## src/rtl/predecode_int_ctrl_if.sv

```systemverilog
// Opcode/interrupt handshake between the bus pins, the predecode stage and the control FSM.
// The master drives the pins and reads back the registered opcode and interrupt selection.
interface predecode_int_ctrl_if;
  logic       RDY;
  logic       T1now;
  logic [7:0] dataBus;
  logic       nmi_n;
  logic       irq_n;
  logic [7:0] statusReg;
  logic [7:0] opcode;
  logic [3:0] interruptArray;
  logic       intActive;
  logic       noIncPC;

  modport master (
    output RDY, T1now, dataBus, nmi_n, irq_n, statusReg,
    input  opcode, interruptArray, intActive, noIncPC
  );

  modport slave (
    input  RDY, T1now, dataBus, nmi_n, irq_n, statusReg,
    output opcode, interruptArray, intActive, noIncPC
  );
endinterface

```

## src/rtl/predecode_int_ctrl.sv

```systemverilog
// Opcode predecode with interrupt arbitration: at each T1 capture selects RST > NMI > IRQ > fetched opcode.
// NMI is edge-latched continuously; IRQ is level-sampled only at the capture edge.
module predecode_int_ctrl (
  input  logic                  phi2,
  input  logic                  rst,
  predecode_int_ctrl_if.slave   bus
);

  logic       nmi_prev_q;
  logic       nmi_arm_q;
  logic       nmi_pend_q;
  logic       nmi_pend_d;
  logic       rst_pend_q;
  logic [7:0] opcode_q;
  logic [3:0] int_arr_q;
  logic       int_act_q;

  logic       capture;
  logic       nmi_fall;
  logic       irq_req;
  logic       take_nmi;

  // nmi_arm_q blocks the first edge after reset release, so a pin already low at release
  // is not mistaken for a 1->0 transition against the forced-high nmi_prev_q.
  always_comb begin
    capture    = bus.RDY & bus.T1now;
    nmi_fall   = nmi_arm_q & nmi_prev_q & ~bus.nmi_n;
    irq_req    = ~bus.irq_n & ~bus.statusReg[2];
    take_nmi   = capture & ~rst_pend_q & nmi_pend_q;
    nmi_pend_d = nmi_fall | (nmi_pend_q & ~take_nmi);
  end

  always_ff @(posedge phi2 or negedge rst) begin
    if (!rst) begin
      nmi_prev_q <= 1'b1;
      nmi_arm_q  <= 1'b0;
      nmi_pend_q <= 1'b0;
      rst_pend_q <= 1'b1;
      opcode_q   <= 8'h00;
      int_arr_q  <= 4'b0001;
      int_act_q  <= 1'b1;
    end else begin
      nmi_prev_q <= bus.nmi_n;
      nmi_arm_q  <= 1'b1;
      nmi_pend_q <= nmi_pend_d;
      if (capture) begin
        if (rst_pend_q) begin
          opcode_q   <= 8'h00;
          int_arr_q  <= 4'b0001;
          int_act_q  <= 1'b1;
          rst_pend_q <= 1'b0;
        end else if (nmi_pend_q) begin
          opcode_q  <= 8'h00;
          int_arr_q <= 4'b0010;
          int_act_q <= 1'b1;
        end else if (irq_req) begin
          opcode_q  <= 8'h00;
          int_arr_q <= 4'b0100;
          int_act_q <= 1'b1;
        end else begin
          opcode_q  <= bus.dataBus;
          int_arr_q <= (bus.dataBus == 8'h00) ? 4'b1000 : 4'b0000;
          int_act_q <= 1'b0;
        end
      end
    end
  end

  assign bus.opcode         = opcode_q;
  assign bus.interruptArray = int_arr_q;
  assign bus.intActive      = int_act_q;
  assign bus.noIncPC        = int_act_q;

endmodule

```

## src/flat_wrapper.sv

```systemverilog
// flat-port wrapper written by rule: the top's interface ports become plain ports
module predecode_int_ctrl_flat 
  (phi2, rst, bus_RDY, bus_T1now, bus_dataBus, bus_nmi_n, bus_irq_n, bus_statusReg, bus_opcode, bus_interruptArray, bus_intActive, bus_noIncPC);
  predecode_int_ctrl_if bus_i ();
  input  logic phi2;
  input  logic rst;
  input wire logic [$bits(bus_i.RDY)-1:0] bus_RDY;
  input wire logic [$bits(bus_i.T1now)-1:0] bus_T1now;
  input wire logic [$bits(bus_i.dataBus)-1:0] bus_dataBus;
  input wire logic [$bits(bus_i.nmi_n)-1:0] bus_nmi_n;
  input wire logic [$bits(bus_i.irq_n)-1:0] bus_irq_n;
  input wire logic [$bits(bus_i.statusReg)-1:0] bus_statusReg;
  output wire logic [$bits(bus_i.opcode)-1:0] bus_opcode;
  output wire logic [$bits(bus_i.interruptArray)-1:0] bus_interruptArray;
  output wire logic [$bits(bus_i.intActive)-1:0] bus_intActive;
  output wire logic [$bits(bus_i.noIncPC)-1:0] bus_noIncPC;
  assign bus_i.RDY = bus_RDY;
  assign bus_i.T1now = bus_T1now;
  assign bus_i.dataBus = bus_dataBus;
  assign bus_i.nmi_n = bus_nmi_n;
  assign bus_i.irq_n = bus_irq_n;
  assign bus_i.statusReg = bus_statusReg;
  assign bus_opcode = bus_i.opcode;
  assign bus_interruptArray = bus_i.interruptArray;
  assign bus_intActive = bus_i.intActive;
  assign bus_noIncPC = bus_i.noIncPC;
  predecode_int_ctrl u_core (.phi2(phi2), .rst(rst), .bus(bus_i));
endmodule
```

## config.mk

```make
export PLATFORM = sky130hd
export DESIGN_NAME = predecode_int_ctrl_flat
export DESIGN_NICKNAME = d
export VERILOG_FILES = /design/src/rtl/predecode_int_ctrl_if.sv /design/src/rtl/predecode_int_ctrl.sv /design/src/flat_wrapper.sv
export SDC_FILE = /design/constraint.sdc
export NUM_CORES = 1
export LEC_CHECK = 0
export ABC_AREA = 1
export BUFFER_PORTS_ARGS = -buffer_cell sky130_fd_sc_hd__buf_2
export CORE_UTILIZATION = 42
export CTS_CLUSTER_DIAMETER = 120
export DETAILED_ROUTE_END_ITERATION = 6
export GPL_TIMING_DRIVEN = 0
export PLACE_DENSITY = 0.75
export SKIP_CTS_REPAIR_TIMING = 1
export SLEW_MARGIN = 5
export SYNTH_ARGS = -nofsm -noshare
export SYNTH_HDL_FRONTEND = slang
export SYNTH_SLANG_ARGS = --single-unit
```

## constraint.sdc

```tcl
create_clock -name phi2 -period 1.28 [get_ports phi2]
set_input_delay 0.192 -clock phi2 [delete_from_list [all_inputs] [get_ports phi2]]
set_output_delay 0.192 -clock phi2 [all_outputs]
set_load 0.05 [all_outputs]
```

# After elaboration in Yosys (flattened, before gate mapping)
# Cells that the tools add are included.
# classes
reduce_logical	1
shift	0
muxes	10
n_eq_ne	0
bitwise	13
addsub	0
mul	0
order_cmp	0
div	0
# op_table
op	n
$mux W8	3
$mux W4	4
$logic_not A8 Y1	1
$and A1 B1 Y1	7
$not A1 Y1	5
$mux W1	3
$or A1 B1 Y1	1
# word_totals
register_bits	17
output_inout_bits	14
rom_bits	0
memories	0
latch_bits	0
ram_bits	0

# Depth between registers and ports, before layout
# depth
ltp_word	6
ltp_mapped	6
mapped_depth_nobuf	6

# Least setup slack after synthesis
# No wires, ideal clock.
# synth_timing
kind	register -> output
from	reg u_core.int_act_q, in the netlist u_core.bus.intActive
to	out bus_noIncPC
t_arrival_ns	0.928
setup_slack_ns	0.160
n_path_buf	1
t_required_ns	1.088
path_stages_with_launch	2
path_cell_list	dfstp_2 buf_4
# synth_lines
item	line_no	rtl
from (decl)	predecode_int_ctrl.sv:16	logic int_act_q;
from (signal assigned)	predecode_int_ctrl.sv:41	int_act_q <= 1'b1;
from (signal assigned)	predecode_int_ctrl.sv:50	int_act_q <= 1'b1;
from (signal assigned)	predecode_int_ctrl.sv:55	int_act_q <= 1'b1;
to (decl)	flat_wrapper.sv:16	output wire logic [$bits(bus_i.noIncPC)-1:0] bus_noIncPC;
# No word-level cell between the ends.

# Worst setup path in the final report
# layout_timing
from	reg u_core.int_act_q, in the netlist u_core.bus.intActive
to	out bus_intActive
# layout_lines
item	line_no	rtl
to (decl)	flat_wrapper.sv:15	output wire logic [$bits(bus_i.intActive)-1:0] bus_intActive;
# No word-level cell between the ends.

==> flow_metrics.tcl <==
set metrics [dict create \
    cpPeakStageDelay_ps 560 \
    route.met3.wl_um 52 \
    drtIter0Drc 9 \
    finalPower_mw 1.339 \
    drive_above_1_share_pct 38.39 \
    timing.fmax_ghz 0.7952 \
    dpl.cell_count 122 \
    finalInstanceArea_um2 924.6 \
    cts_tree "built" \
    comb_power_share_pct 31.9 \
    fp.dieW_um 42.81 \
    critPathKind "reg2out" \
    cts_root_buf "clkbuf_4" \
    routed_wl_mm 1.275 \
    syn_to_final_growth_pct 32.20 \
    dieArea_um2 1832 \
    worstPathRequired_ps 1090 \
    synth_edf_count 0 \
    fill_cells 145 \
    crit_chain "clkbuf_4" \
    synth.distinct_cells 15 \
    seqPwrFrac_pct 47.5 \
    grt_pass1_wl_mm 2.159 \
    drc_errors 0 \
    dpl.hpwl_um 922 \
    dr_total_vias 564 \
    wl_met1_um 595 \
    ys_warn_count 0 \
    start_kind "flip-flop" \
    yosysTopAreaCell "dfrtp_1" \
    synth_most_common_cell "nand2_1" \
    status "completed" \
    dr.max_layer_used "met4" \
    setup_viol 0 \
    grt_antenna_before_repair 0 \
    drv_slew 0 \
    grt_max_degree 18 \
    internal_power_uw 845.9 \
    dpl_cell_area_um2 859.6 \
    slowest_stage "dfstp_2" \
    leakage_nw 0.5362 \
    diodes 0 \
    holdWs_ps 104.1 \
    synth_top_area_share_pct 46.51 \
    fin_cells 128 \
    layout_setup_ws_ps 22.42 \
    synth_nets 100 \
    wl_met2_um 587 \
    ys_seq_elements 17 \
    port_buffers 28 \
    cp_data_arrival_time_ps 1070 \
    core_area_um2 1524 \
    vias_per_cell 4.406 \
    crit_family "flip-flops" \
    period_share_pct 98.25 \
    worstSetupEndpointType "output pin" \
    yosysSeqAreaShare_pct 61.54 \
    fin_tns_setup_ps 0 \
    grt_pass1_vias 500 \
    numCtsBuffers 3 \
    swShare_pct 36.82 \
    place.gp.congestion 0.6797 \
    final_antenna_net_count 0 \
    grt_usage_pct 16.46 \
    post_drt_wl_per_cell_um 9.961 \
    p_per_area_nw_per_um2 1448 \
    synthTopCellsByArea "dfrtp_1 47%, nand2_1 19%, dfstp_2 15%, nor2_1 5.9%, nor2_8 2.9%" \
    ys_async_sr_fraction_pct 100.0 \
    clk_pin_slew_ps 90 \
    path_buf_inv 1 \
    synthTopCellsByCount "35 x nand2_1, 13 x dfrtp_1, 11 x nor2_1" \
    ir_drop_mv 0.8647 \
    ys.flop_type "dfrtp_1" \
    syn_inst 78 \
    synth_area_um2 699.4 \
    grt-ovfl-total 0 \
    cts_buffer_depth 2 \
    finalWorstPathRequiredPeriod_ps 1258 \
    ios 36 \
    num_rows 14 \
    cts_sinks 17 \
    initial_core_util_pct 45.89 \
    avgSynthCellArea_um2 8.967 \
    layout.nets 135 \
    postLayoutCoreUtil_pct 60.67 \
    hold_viol 0 \
    hold_path.class "in2reg" \
    htree_levels 1 \
    first_pass_iters 4 \
    drv_cap 0 \
    rsz0062_at_grt "true" \
    die_h_um 42.81 \
    pwr-share-clk_pct 20.6 \
    place_ws_ps 225.9 \
    crit_fanout 3 \
    skew_ps 6.780 \
    clock_latency_ps 280 \
    switchingPower_uw 493.1 \
]
-- worst min-delay path, delay by kind of cell --
kind	cells	cell delay [ps]
buffers and inverters	1	80
and+or+nand+nor	2	80
-- cell usage in the layout, fill, tap and decap left out, drive strengths merged --
| master | synthesis | layout |
|---|---|---|
| dlygate4sd3 | 0 | 2 |
| nand2 | 38 | 38 |
| dfstp | 4 | 4 |
| inv | 4 | 4 |
| nor2 | 13 | 13 |
| dfrtp | 13 | 13 |
| buf | 2 | 28 |
| clkbuf | 0 | 6 |
| o21ai | 3 | 3 |
| conb | 1 | 1 |
-- routing by layer --
| metal | up-vias | global-route usage, % |
|---|---|---|
| met1 | 243 | 21.01 |
| met4 | 0 | 13.13 |
| met5 | - | 0 |
| met3 | 4 | 2.553 |
| met2 | 16 | 24.55 |
| li1 | 301 | - |
-- flip-flops by register name, indices dropped and copies added (netlist names) --
signal and flops:
u_core.bus.opcode 8, u_core.bus.intActive 1, u_core.nmi_prev_q 1, u_core.bus.interruptArray 4, u_core.rst_pend_q 1, u_core.nmi_arm_q 1, u_core.nmi_pend_q 1
-- final cells by class --
| type | instances | area, um2 | share of cell area, % |
|---|---|---|---|
| inverters | 4 | 15.01 | 1.624 |
| repair buffers | 30 | 175.2 | 18.94 |
| multi-input cells | 55 | 241.5 | 26.12 |
| well taps | 16 | 20.02 | 2.165 |
| clock buffers | 4 | 26.28 | 2.842 |
| plain buffers | 2 | 16.27 | 1.759 |
| flip-flops and latches | 17 | 430.4 | 46.55 |
-- worst paths after layout --
path / startpoint / endpoint / slack, ps / cells after the start
setup / recovery: u_core.bus.intActive / bus_intActive / 20 / 1
hold / removal: bus_dataBus[5] / u_core.bus.opcode[5] / 100 / 3
setup reg to reg: u_core.rst_pend_q / u_core.bus.opcode[3] / 290 / 5
hold reg to reg: u_core.rst_pend_q / u_core.rst_pend_q / 470 / 2
max in group asynchronous: rst / u_core.bus.interruptArray[0] / 620 / 2
min in group asynchronous: rst / u_core.bus.opcode[4] / 340 / 2
-- power by group through the flow --
stage	Combinational [mW]	Clock, mW	Sequential (mW)
3_5_place_dp	0.406	0	0.644
4_1_cts	0.405	0.290	0.635
6_report	0.428	0.275	0.636
5_1_grt	0.458	0.312	0.646
2_1_floorplan	0.111	0	0.829
3_3_place_gp	0.401	0	0.642
-- cells by family after synthesis --
| logic type | synth area share (%) |
|---|---|
| and+or+nand+nor | 31.84 |
| AOI/OAI and AO/OA | 2.146 |
| buffers and inverters | 3.935 |
| DFF | 61.54 |
| other | 0.5362 |
No activity file was read; power rests on OpenSTA's default activity.
